<file path="src/rtl/regfile_pkg.sv">
//------------------------------------------------------------------------------
// Module      : regfile_pkg
// Description : Shared defaults and dump-sequencer state encoding.
// Revision    : 1.0 - initial release
//------------------------------------------------------------------------------
`default_nettype none

package regfile_pkg;

    localparam int DEF_WIDTH   = 16;
    localparam int DEF_REGBITS = 4;

    typedef enum logic [1:0] {
        ST_IDLE  = 2'd0,
        ST_FETCH = 2'd1,
        ST_SEND  = 2'd2,
        ST_DONE  = 2'd3
    } dump_state_t;

endpackage

`default_nettype wire

</file>
<file path="src/rtl/regfile_dump_if.sv">
//------------------------------------------------------------------------------
// Module      : regfile_dump_if
// Description : Valid/ready word stream carrying register data and its address.
// Revision    : 1.0 - initial release
//------------------------------------------------------------------------------
`default_nettype none

interface regfile_dump_if
    import regfile_pkg::*;
#(
    parameter int WIDTH   = DEF_WIDTH,
    parameter int REGBITS = DEF_REGBITS
);
    logic               out_valid;
    logic               out_ready;
    logic [WIDTH-1:0]   out_data;
    logic [REGBITS-1:0] out_addr;

    modport master (
        output out_valid,
        output out_data,
        output out_addr,
        input  out_ready
    );

    modport slave (
        input  out_valid,
        input  out_data,
        input  out_addr,
        output out_ready
    );
endinterface

`default_nettype wire

</file>
<file path="src/rtl/regfile_dump.sv">
//------------------------------------------------------------------------------
// Module      : regfile_dump
// Description : Streams a contiguous (optionally wrapping) register range out
//               over valid/ready, reading through one async read port.
// Revision    : 1.0 - initial release
//------------------------------------------------------------------------------
`default_nettype none

module regfile_dump
    import regfile_pkg::*;
#(
    parameter int WIDTH   = DEF_WIDTH,
    parameter int REGBITS = DEF_REGBITS
) (
    input  wire logic               clk,
    input  wire logic               reset,
    input  wire logic               start,
    input  wire logic               abort,
    input  wire logic [REGBITS-1:0] first,
    input  wire logic [REGBITS-1:0] last,
    output logic      [REGBITS-1:0] ra,
    input  wire logic [WIDTH-1:0]   rd,
    regfile_dump_if.master          stream,
    output logic                    busy,
    output logic                    done
);

    localparam logic [REGBITS-1:0] C_ONE = {{(REGBITS-1){1'b0}}, 1'b1};

    dump_state_t        r_state;
    dump_state_t        w_next_state;
    logic [REGBITS-1:0] r_addr;
    logic [REGBITS-1:0] r_end_addr;
    logic [WIDTH-1:0]   r_out_data;
    logic [REGBITS-1:0] r_out_addr;
    logic               r_out_valid;
    logic               w_handshake;
    logic               w_at_end;

    assign w_handshake = r_out_valid && stream.out_ready;
    assign w_at_end    = (r_addr == r_end_addr);

    always_comb begin
        w_next_state = r_state;
        unique case (r_state)
            ST_IDLE:  if (start) w_next_state = ST_FETCH;
            ST_FETCH: w_next_state = abort ? ST_IDLE : ST_SEND;
            ST_SEND: begin
                // abort wins over a simultaneous handshake
                if (abort)
                    w_next_state = ST_IDLE;
                else if (w_handshake)
                    w_next_state = w_at_end ? ST_DONE : ST_FETCH;
            end
            ST_DONE:  w_next_state = ST_IDLE;
            default:  w_next_state = ST_IDLE;
        endcase
    end

    always_ff @(posedge clk or posedge reset) begin
        if (reset) begin
            r_state     <= ST_IDLE;
            r_addr      <= '0;
            r_end_addr  <= '0;
            r_out_data  <= '0;
            r_out_addr  <= '0;
            r_out_valid <= 1'b0;
        end else begin
            r_state     <= w_next_state;
            r_out_valid <= (w_next_state == ST_SEND);
            unique case (r_state)
                ST_IDLE: begin
                    if (start) begin
                        r_addr     <= first;
                        r_end_addr <= last;
                    end
                end
                ST_FETCH: begin
                    if (!abort) begin
                        r_out_data <= rd;
                        r_out_addr <= r_addr;
                    end
                end
                ST_SEND: begin
                    if (!abort && w_handshake && !w_at_end)
                        r_addr <= r_addr + C_ONE;
                end
                default: ;
            endcase
        end
    end

    assign ra               = r_addr;
    assign busy             = (r_state == ST_FETCH) || (r_state == ST_SEND);
    assign done             = (r_state == ST_DONE);
    assign stream.out_valid = r_out_valid;
    assign stream.out_data  = r_out_data;
    assign stream.out_addr  = r_out_addr;

endmodule

`default_nettype wire

</file>
<file path="src/flat_wrapper.sv">
// flat-port wrapper written by rule: the top's interface ports become plain ports
module regfile_dump_flat import regfile_pkg::*;
#(
    parameter int WIDTH   = DEF_WIDTH,
    parameter int REGBITS = DEF_REGBITS
)
  (clk, reset, start, abort, first, last, ra, rd, busy, done, stream_out_valid, stream_out_data, stream_out_addr, stream_out_ready);
  regfile_dump_if #(.WIDTH(WIDTH), .REGBITS(REGBITS)) stream_i ();
  input  wire logic clk;
  input  wire logic reset;
  input  wire logic start;
  input  wire logic abort;
  input  wire logic [REGBITS-1:0] first;
  input  wire logic [REGBITS-1:0] last;
  output logic      [REGBITS-1:0] ra;
  input  wire logic [WIDTH-1:0] rd;
  output logic busy;
  output logic done;
  output wire logic [$bits(stream_i.out_valid)-1:0] stream_out_valid;
  output wire logic [$bits(stream_i.out_data)-1:0] stream_out_data;
  output wire logic [$bits(stream_i.out_addr)-1:0] stream_out_addr;
  input wire logic [$bits(stream_i.out_ready)-1:0] stream_out_ready;
  assign stream_out_valid = stream_i.out_valid;
  assign stream_out_data = stream_i.out_data;
  assign stream_out_addr = stream_i.out_addr;
  assign stream_i.out_ready = stream_out_ready;
  regfile_dump #(.WIDTH(WIDTH), .REGBITS(REGBITS)) u_core (.clk(clk), .reset(reset), .start(start), .abort(abort), .first(first), .last(last), .ra(ra), .rd(rd), .stream(stream_i), .busy(busy), .done(done));
endmodule
</file>
<file path="config.mk">
export PLATFORM = sky130hd
export DESIGN_NAME = regfile_dump_flat
export DESIGN_NICKNAME = d
export VERILOG_FILES = /design/src/rtl/regfile_pkg.sv /design/src/rtl/regfile_dump_if.sv /design/src/rtl/regfile_dump.sv /design/src/flat_wrapper.sv
export SDC_FILE = /design/constraint.sdc
export NUM_CORES = 1
export LEC_CHECK = 0
export ABC_AREA = 0
export BUFFER_PORTS_ARGS = -buffer_cell sky130_fd_sc_hd__buf_2
export CAP_MARGIN = 40
export CORE_AREA = 2 2 54 66
export CTS_CLUSTER_DIAMETER = 150
export DETAILED_ROUTE_END_ITERATION = 8
export DIE_AREA = 0 0 56 68
export GPL_TIMING_DRIVEN = 0
export PLACE_DENSITY = 0.86
export REMOVE_ABC_BUFFERS = 1
export SYNTH_ARGS = -nofsm -noshare
export SYNTH_HDL_FRONTEND = slang
export SYNTH_SLANG_ARGS = --single-unit
</file>
<file path="constraint.sdc">
create_clock -name clk -period 2.6 [get_ports clk]
set_clock_uncertainty 0.15 [all_clocks]
set_input_delay 0.13 -clock clk [delete_from_list [all_inputs] [get_ports clk]]
set_output_delay 0.13 -clock clk [all_outputs]
set_load 0.005 [all_outputs]
</file>
==> results of run 1 <==
==> where the power goes <==
group | internal [mW] | switching, mW
clock | 0.241 | 0.170
sequential | 0.726 | 0.192
combinational | 0.571 | 0.432
total | 1.54 | 0.794
==> cell usage after synthesis <==
cell       n
o21ai_0    2
nor3b_1    1
nand2b_1   2
and3_2     1
or3_1      1
a21oi_2    1
nand4_2    1
xnor2_1    3
nor2b_1    1
buf_2      4
nor2_1     2
a311o_1    1
or3b_4     1
o311a_1    3
mux2_2    24
nand2_2    1
dfrtp_1   31
or2b_1     1
or2_2      1
xnor2_2    1
and3b_1    1
o311ai_0   1
ha_1       5
nand2_1    6
and2_1     1
a211o_2    1
inv_1      5
a31o_2     1
nand3_1    3
a21boi_2   1
a21oi_1    3
nor3_1     1
nand4_1    2
o22a_1     1
==> layout make-up <==
class                      instances  share of cell area
multi-input combinational         75               0.309
sequential                        31               0.363
timing repair buffer              80               0.251
tap                               37              0.0217
clock buffer                       8              0.0468
inverter                           5             0.00878
==> worst max-delay path, cell delays in order (launching register included) <==
cell and delay, ns:
dfrtp_1 0.42, inv_1 0.11, ha_1 0.33, nand2_2 0.21, a21boi_2 0.33, nand2_1 0.13
o311a_1 0.30
==> through the flow <==
stage	hold slack, ns	utilization	total power [mW]
after global placement	0.193	0.550	1.81
after floorplan	0.0835	-	1.50
after global routing	0.0823	0.663	2.49
after detailed placement	0.166	0.561	1.90
final	0.0535	0.663	2.33
after CTS	0.0468	0.663	2.34
==> flip-flops by register name, summed over array words and instances, names as in the netlist <==
register / cells
u_core.stream.out_addr: 4
u_core.stream.out_valid: 1
u_core.r_end_addr: 4
u_core.r_state: 2
u_core.stream.out_data: 16
u_core.ra: 4
==> worst paths after layout <==
| kind | start | to | slack (ns) |
|---|---|---|---|
| max | u_core.r_state[1] | u_core.ra[1] | 0.51 |
| min | first[1] | u_core.ra[1] | 0.05 |
| max reg2reg | u_core.r_state[1] | u_core.ra[1] | 0.51 |
| min reg2reg | u_core.stream.out_data[14] | u_core.stream.out_data[14] | 0.35 |
| max in group asynchronous | reset | u_core.r_end_addr[0] | 1.36 |
| min in group asynchronous | reset | u_core.stream.out_data[12] | 0.40 |
==> layer usage <==
layer  global-route usage  wire, um  vias to the layer above  share of wire
met5                    0         0                        -              0
met4               0.0804        41                        0          0.011
met3               0.0756       300                        5          0.084
met2                0.354      1880                       46           0.53
met1                0.224      1350                      596           0.38
li1                     -         -                      574              -
==> placed cells by master, fill, tap and decap left out, drive strengths merged <==
cell,count
buf,57
dfrtp,31
mux2,24
dlygate4sd3,23
clkbuf,8
nand2,7
inv,5
ha,5
xnor2,4
a21oi,4
nand3,3
o311a,3
nand4,3
nand2b,2
o21ai,2
nor2,2
nor2b,1
and3b,1
a21boi,1
or2,1
or2b,1
o311ai,1
or3,1
a211o,1
a31o,1
nor3b,1
or3b,1
nor3,1
o22a,1
and3,1
a311o,1
and2,1
==> timing repair <==
action,in CTS,in global routing
hold buffers,23,0
resized for setup,0,0
hold endpoints to repair,42,0
==> cell families (layout without fill, tap and decap cells) <==
| family | Yosys count | after routing |
|---|---|---|
| AOI/OAI and AO/OA | 15 | 15 |
| xor gates and xnor gates | 4 | 4 |
| adders and majority gates | 5 | 5 |
| buffers and inverters | 9 | 93 |
| DFF | 31 | 31 |
| muxes | 24 | 24 |
| and+or+nand+nor | 27 | 27 |
==> run_results.csv, run 1 <==
group,metric,value,unit
run_status,status,"finished, final reports clean",
layout,synthToLayoutAreaGrowth,45.1,%
timing,setup_viol,0,
synth,synth_area_per_cell,12.8,um^2
die,core_region_area,3220,um^2
timing,max-slew-margin-rel,0.477,
placement,place_congestion,0.845,
layout,multi_input_area,661,um^2
placement,dp_worst_setup_slack,0.559,ns
route,wl_per_cell,15.2,um
synth,ys_ff_latch,31,
grt,overflow,0,
layout,num-nets-final,232,
critical_path,crit_arrival,2.10,ns
layout,num_antenna_cells,0,
route,totalWireLength,3580,um
synth,synth_top_family_by_area,"multiplexers",
clocking,root_buffer,"clkbuf_8",
grt,grt_pass1_wl,5800,um
placement,dp_cells,205,
die,dieArea,3810,um^2
clocking,clk_latency,0.28,ns
synth,synth.distinct_cells,34,
clocking,cts_max_path_buffers,2,
power,powerDensity,1090,nW/um^2
worst_hold_path,hold_depth,3,
die,io_pins,56,
die,dieHeight,68,um
synth,synth_compound_area_frac,0.0824,
critical_path,crit_type,"reg -> reg",
die,dieWidth,56,um
layout,fill_cells,224,
timing,tightest_slew,0.783,ns
synth,synth_xor_area_frac,0.0289,
synth,yosys_warnings,0,
route,vias,1221,
worst_hold_path,hp-class,"in -> reg",
power,leakagePower,1.01,nW
die,rows,23,
grt,antenna_found_initial,0,
route,vias_per_cell,5.17,
timing,slew_viol_final,0,
grt,grt_util_all_layers,0.202,
synth,synth_top_area_cell,"dfrtp_1",
route,drtAntennaViolNets,0,
route,dr.pass1.iters,4,
critical_path,cp_max_fo,9,
clocking,cts.clk_slew.worst_paths,0.07,ns
placement,dp_hpwl,2460,um
route,drtIter0Drc,22,
timing,finalCriticalPeriod,2.09,ns
route,drc_errors,0,
placement,placed_cell_area,1810,um^2
placement,port_buffers,55,
clocking,numClockSinks,31,
layout,drive_above_1_share,0.497,
grt,grt_max_degree,22,
layout,layoutNonFillerInstCount,236,
critical_path,startpoint_type,"flip-flop",
timing,finalWorstSetupSlack,0.510,ns
critical_path,worstPathRequired,2.61,ns
critical_path,cp-end-kind,"flip-flop",
timing,tns,0,ns
clocking,post_cts_buffers,0,
clocking,tritoncts,"done",
timing,rsz0062_at_grt,"no",
synth,netlist_top_cells_area,"dfrtp_1 (53%), mux2_2 (18%), ha_1 (4.2%)",
clocking,htree_levels,2,
critical_path,rr_worst_depth,6,
synth,synthMuxAreaShare,0.184,
synth,yosysSeqAreaShare,0.527,
clocking,cts_buffers,5,
layout,ff_latch_area,776,um^2
timing,finalHoldViolations,0,
layout,design_area,2140,um^2
die,initial_utilization,0.457,
run,maxCapViolCount,0,
synth,yosys.area_share.simple,0.110,
timing,fmax,478,MHz
synth,syn_area,1470,um^2
synth,synth_fa_ha_area_frac,0.0425,
synth,synth_top_area_frac,0.527,
synth,syn_inst,115,
power,peakVddDrop,0.728,mV
grt,grt_pass1_vias,1254,
timing,fin_crit_sh,0.804,
No activity file was read; power rests on OpenSTA's default activity.
==> run 2: changes to the inputs <==
Settings changed: ABC_AREA 0 to 1, PLACE_DENSITY 0.86 to 0.85.
Clock period 2.6 ns to 2.02 ns, I/O delays scaled along.
==> run 2 against run 1 <==
Die area unchanged. First-iteration DRC count increased by 9.1%. Final area down 2.4%. Total power up 18%. Worst setup slack worse by 0.27 ns. Synthesized cell count is 24% higher. Largest cell class unchanged.
==> run_results.csv, run 2 <==
group,metric,value,unit
run_status,status,"finished, final reports clean",
layout,final_common_cell,"buf_2",
route,drc_errors,0,
die,dieHeight,68,um
clocking,numClockSinks,31,
route,drtIter0Drc,24,
route,wl_per_cell,11.6,um
timing,max-slew-margin-rel,0.643,
timing,fin_hold_ws,0.0154,ns
critical_path,worstPathRequired,2.02,ns
die,io_pins,56,
route,drt-met1-wl,1210,um
clocking,cts_buffers,5,
placement,dp_hpwl,2070,um
route,totalWireLength,3070,um
synth,yosysMostFrequentCell,"nand2_1",
timing,finalCriticalPeriod,1.78,ns
layout,drive_above_1_share,0.339,
critical_path,startpoint_type,"flip-flop",
timing,tns,0,ns
power,leakagePower,1.11,nW
timing,finalHoldViolations,0,
synth,synth_flop_cell,"dfrtp_1",
clocking,cts_max_path_buffers,2,
placement,dp_worst_setup_slack,0.266,ns
grt,grt_pass1_wl,5210,um
route,dr_wl_met2,1680,um
power,powerDensity,1320,nW/um^2
layout,layoutNonFillerInstCount,264,
synth,synth_common_cells,"nand2_1 (38), dfrtp_1 (31), inv_1 (14), mux2_1 (11), o21ai_0 (9)",
synth,synth_top_area_cell,"dfrtp_1",
placement,dp_cells,234,
grt,antenna_found_initial,0,
critical_path,crit_arrival,1.78,ns
die,rows,23,
grt,overflow,0,
critical_path,cp-end-kind,"flip-flop",
layout,num_antenna_cells,0,
die,dieWidth,56,um
worst_hold_path,hp-class,"in -> reg",
timing,rsz0062_at_grt,"no",
synth,yosysSeqAreaShare,0.543,
synth,syn_inst,143,
timing,fmax,561,MHz
synth,synth.distinct_cells,20,
synth,yosys_warnings,0,
timing,finalWorstSetupSlack,0.239,ns
route,dr.pass1.iters,3,
clocking,cts.clk_slew.worst_paths,0.06,ns
clocking,root_buffer,"clkbuf_8",
grt,grt_pass1_vias,1215,
synth,synth_area_per_cell,9.99,um^2
critical_path,crit_type,"reg -> reg",
layout,largest_reg_flops,16,
route,vias_per_cell,4.74,
layout,fill_cells,270,
die,dieArea,3810,um^2
clocking,tritoncts,"done",
layout,final_cell_mix,"buf_2 (55), nand2_1 (38), dfrtp_1 (31)",
run,maxCapViolCount,0,
power,peakVddDrop,0.699,mV
die,core_region_area,3220,um^2
layout,num-nets-final,260,
placement,port_buffers,55,
critical_path,cp_max_fo,25,
die,initial_utilization,0.443,
synth,ys_ff_latch,31,
route,vias,1252,
synth,async_reset_ff_frac,1.00,
layout,multi_input_area,584,um^2
synth,syn_area,1430,um^2
timing,fin_crit_sh,0.882,
route,dr_wl_met3,161,um
synth,netlist_top_cells_area,"dfrtp_1 (54%), nand2_1 (10%), mux2_1 (8.7%)",
route,highest_layer,"met4",
grt,grt_max_degree,26,
synth,synth_top_area_frac,0.543,
synth,synth_edf_count,0,
timing,slew_viol_final,0,
clocking,htree_levels,2,
timing,setup_viol,0,
layout,synthToLayoutAreaGrowth,46.0,%
timing,tightest_slew,0.533,ns
clocking,clk_latency,0.27,ns
layout,ff_latch_area,776,um^2
grt,grt_util_all_layers,0.180,
layout,final_core_utilization,0.647,
placement,place_congestion,0.733,
route,drtAntennaViolNets,0,
run 2: cell types whose count changed after synthesis, sizes merged, moves of 3 or more:
| cell | delta |
|---|---|
| nand4 | -3 |
| o21ai | +9 |
| o311a | -3 |
| inv | +10 |
| mux2 | -8 |
| nand2 | +35 |
| nor2 | +5 |
| xnor2 | -4 |
run 2: layer usage:
layer  global-route usage  vias up
met3               0.0548        4
met1                0.187      580
met5                    0        -
li1                     -      628
met4               0.0536        0
met2                0.350       40
run 2: kinds of logic after synthesis:
family          Yosys count  share of synthesized area
mux                      16                      0.126
flops                    31                      0.543
compound gates           19                     0.0779
buf+inv                  17                     0.0482
xor+xnor                  1                    0.00613
fa+ha+maj                 5                     0.0438
simple gates             54                      0.155
run 2: final timing paths:
check                                     startpoint                    endpoint  slack [ns]  cells past startpoint
max                                u_core.r_state[1]   u_core.stream.out_data[2]        0.24                      4
min                                         first[2]                u_core.ra[2]        0.02                      5
max reg2reg                        u_core.r_state[1]   u_core.stream.out_data[2]        0.24                      4
min reg2reg                u_core.stream.out_addr[1]   u_core.stream.out_addr[1]        0.33                      2
max in group asynchronous                      reset  u_core.stream.out_data[14]        1.00                      4
min in group asynchronous                      reset     u_core.stream.out_valid        0.25                      3
run 2: repair_timing:
item                                   in CTS  in global routing
buffers inserted                            0                  0
resized for setup                           0                  0
hold buffers                               22                  0
endpoints found under the hold margin      33                  0
run 2: critical path: stages, from the launching register on:
cell	delay (ns)
dfrtp_1	0.41
inv_1	0.14
ha_1	0.19
nand2_2	0.32
mux2_1	0.44
run 2: metrics by stage:
| stage | instance area (um^2) | power, mW |
|---|---|---|
| after floorplan | 1420 | 1.78 |
| after global placement | 1740 | 2.16 |
| after detailed placement | 1770 | 2.22 |
| after CTS | 2090 | 2.79 |
| after global routing | 2090 | 3.01 |
| final | 2090 | 2.76 |
run 2: layout make-up:
cell class | count | share of cell area
repair buffers | 78 | 0.251
flip-flops and latches | 31 | 0.372
inverters | 15 | 0.0270
multi-input cells | 95 | 0.280
clock buffers | 8 | 0.0480
well taps | 37 | 0.0222
run 2: power breakdown:
group / internal, mW / switching (mW)
combinational: 0.545 / 0.571
sequential: 0.924 / 0.199
clock: 0.310 / 0.208
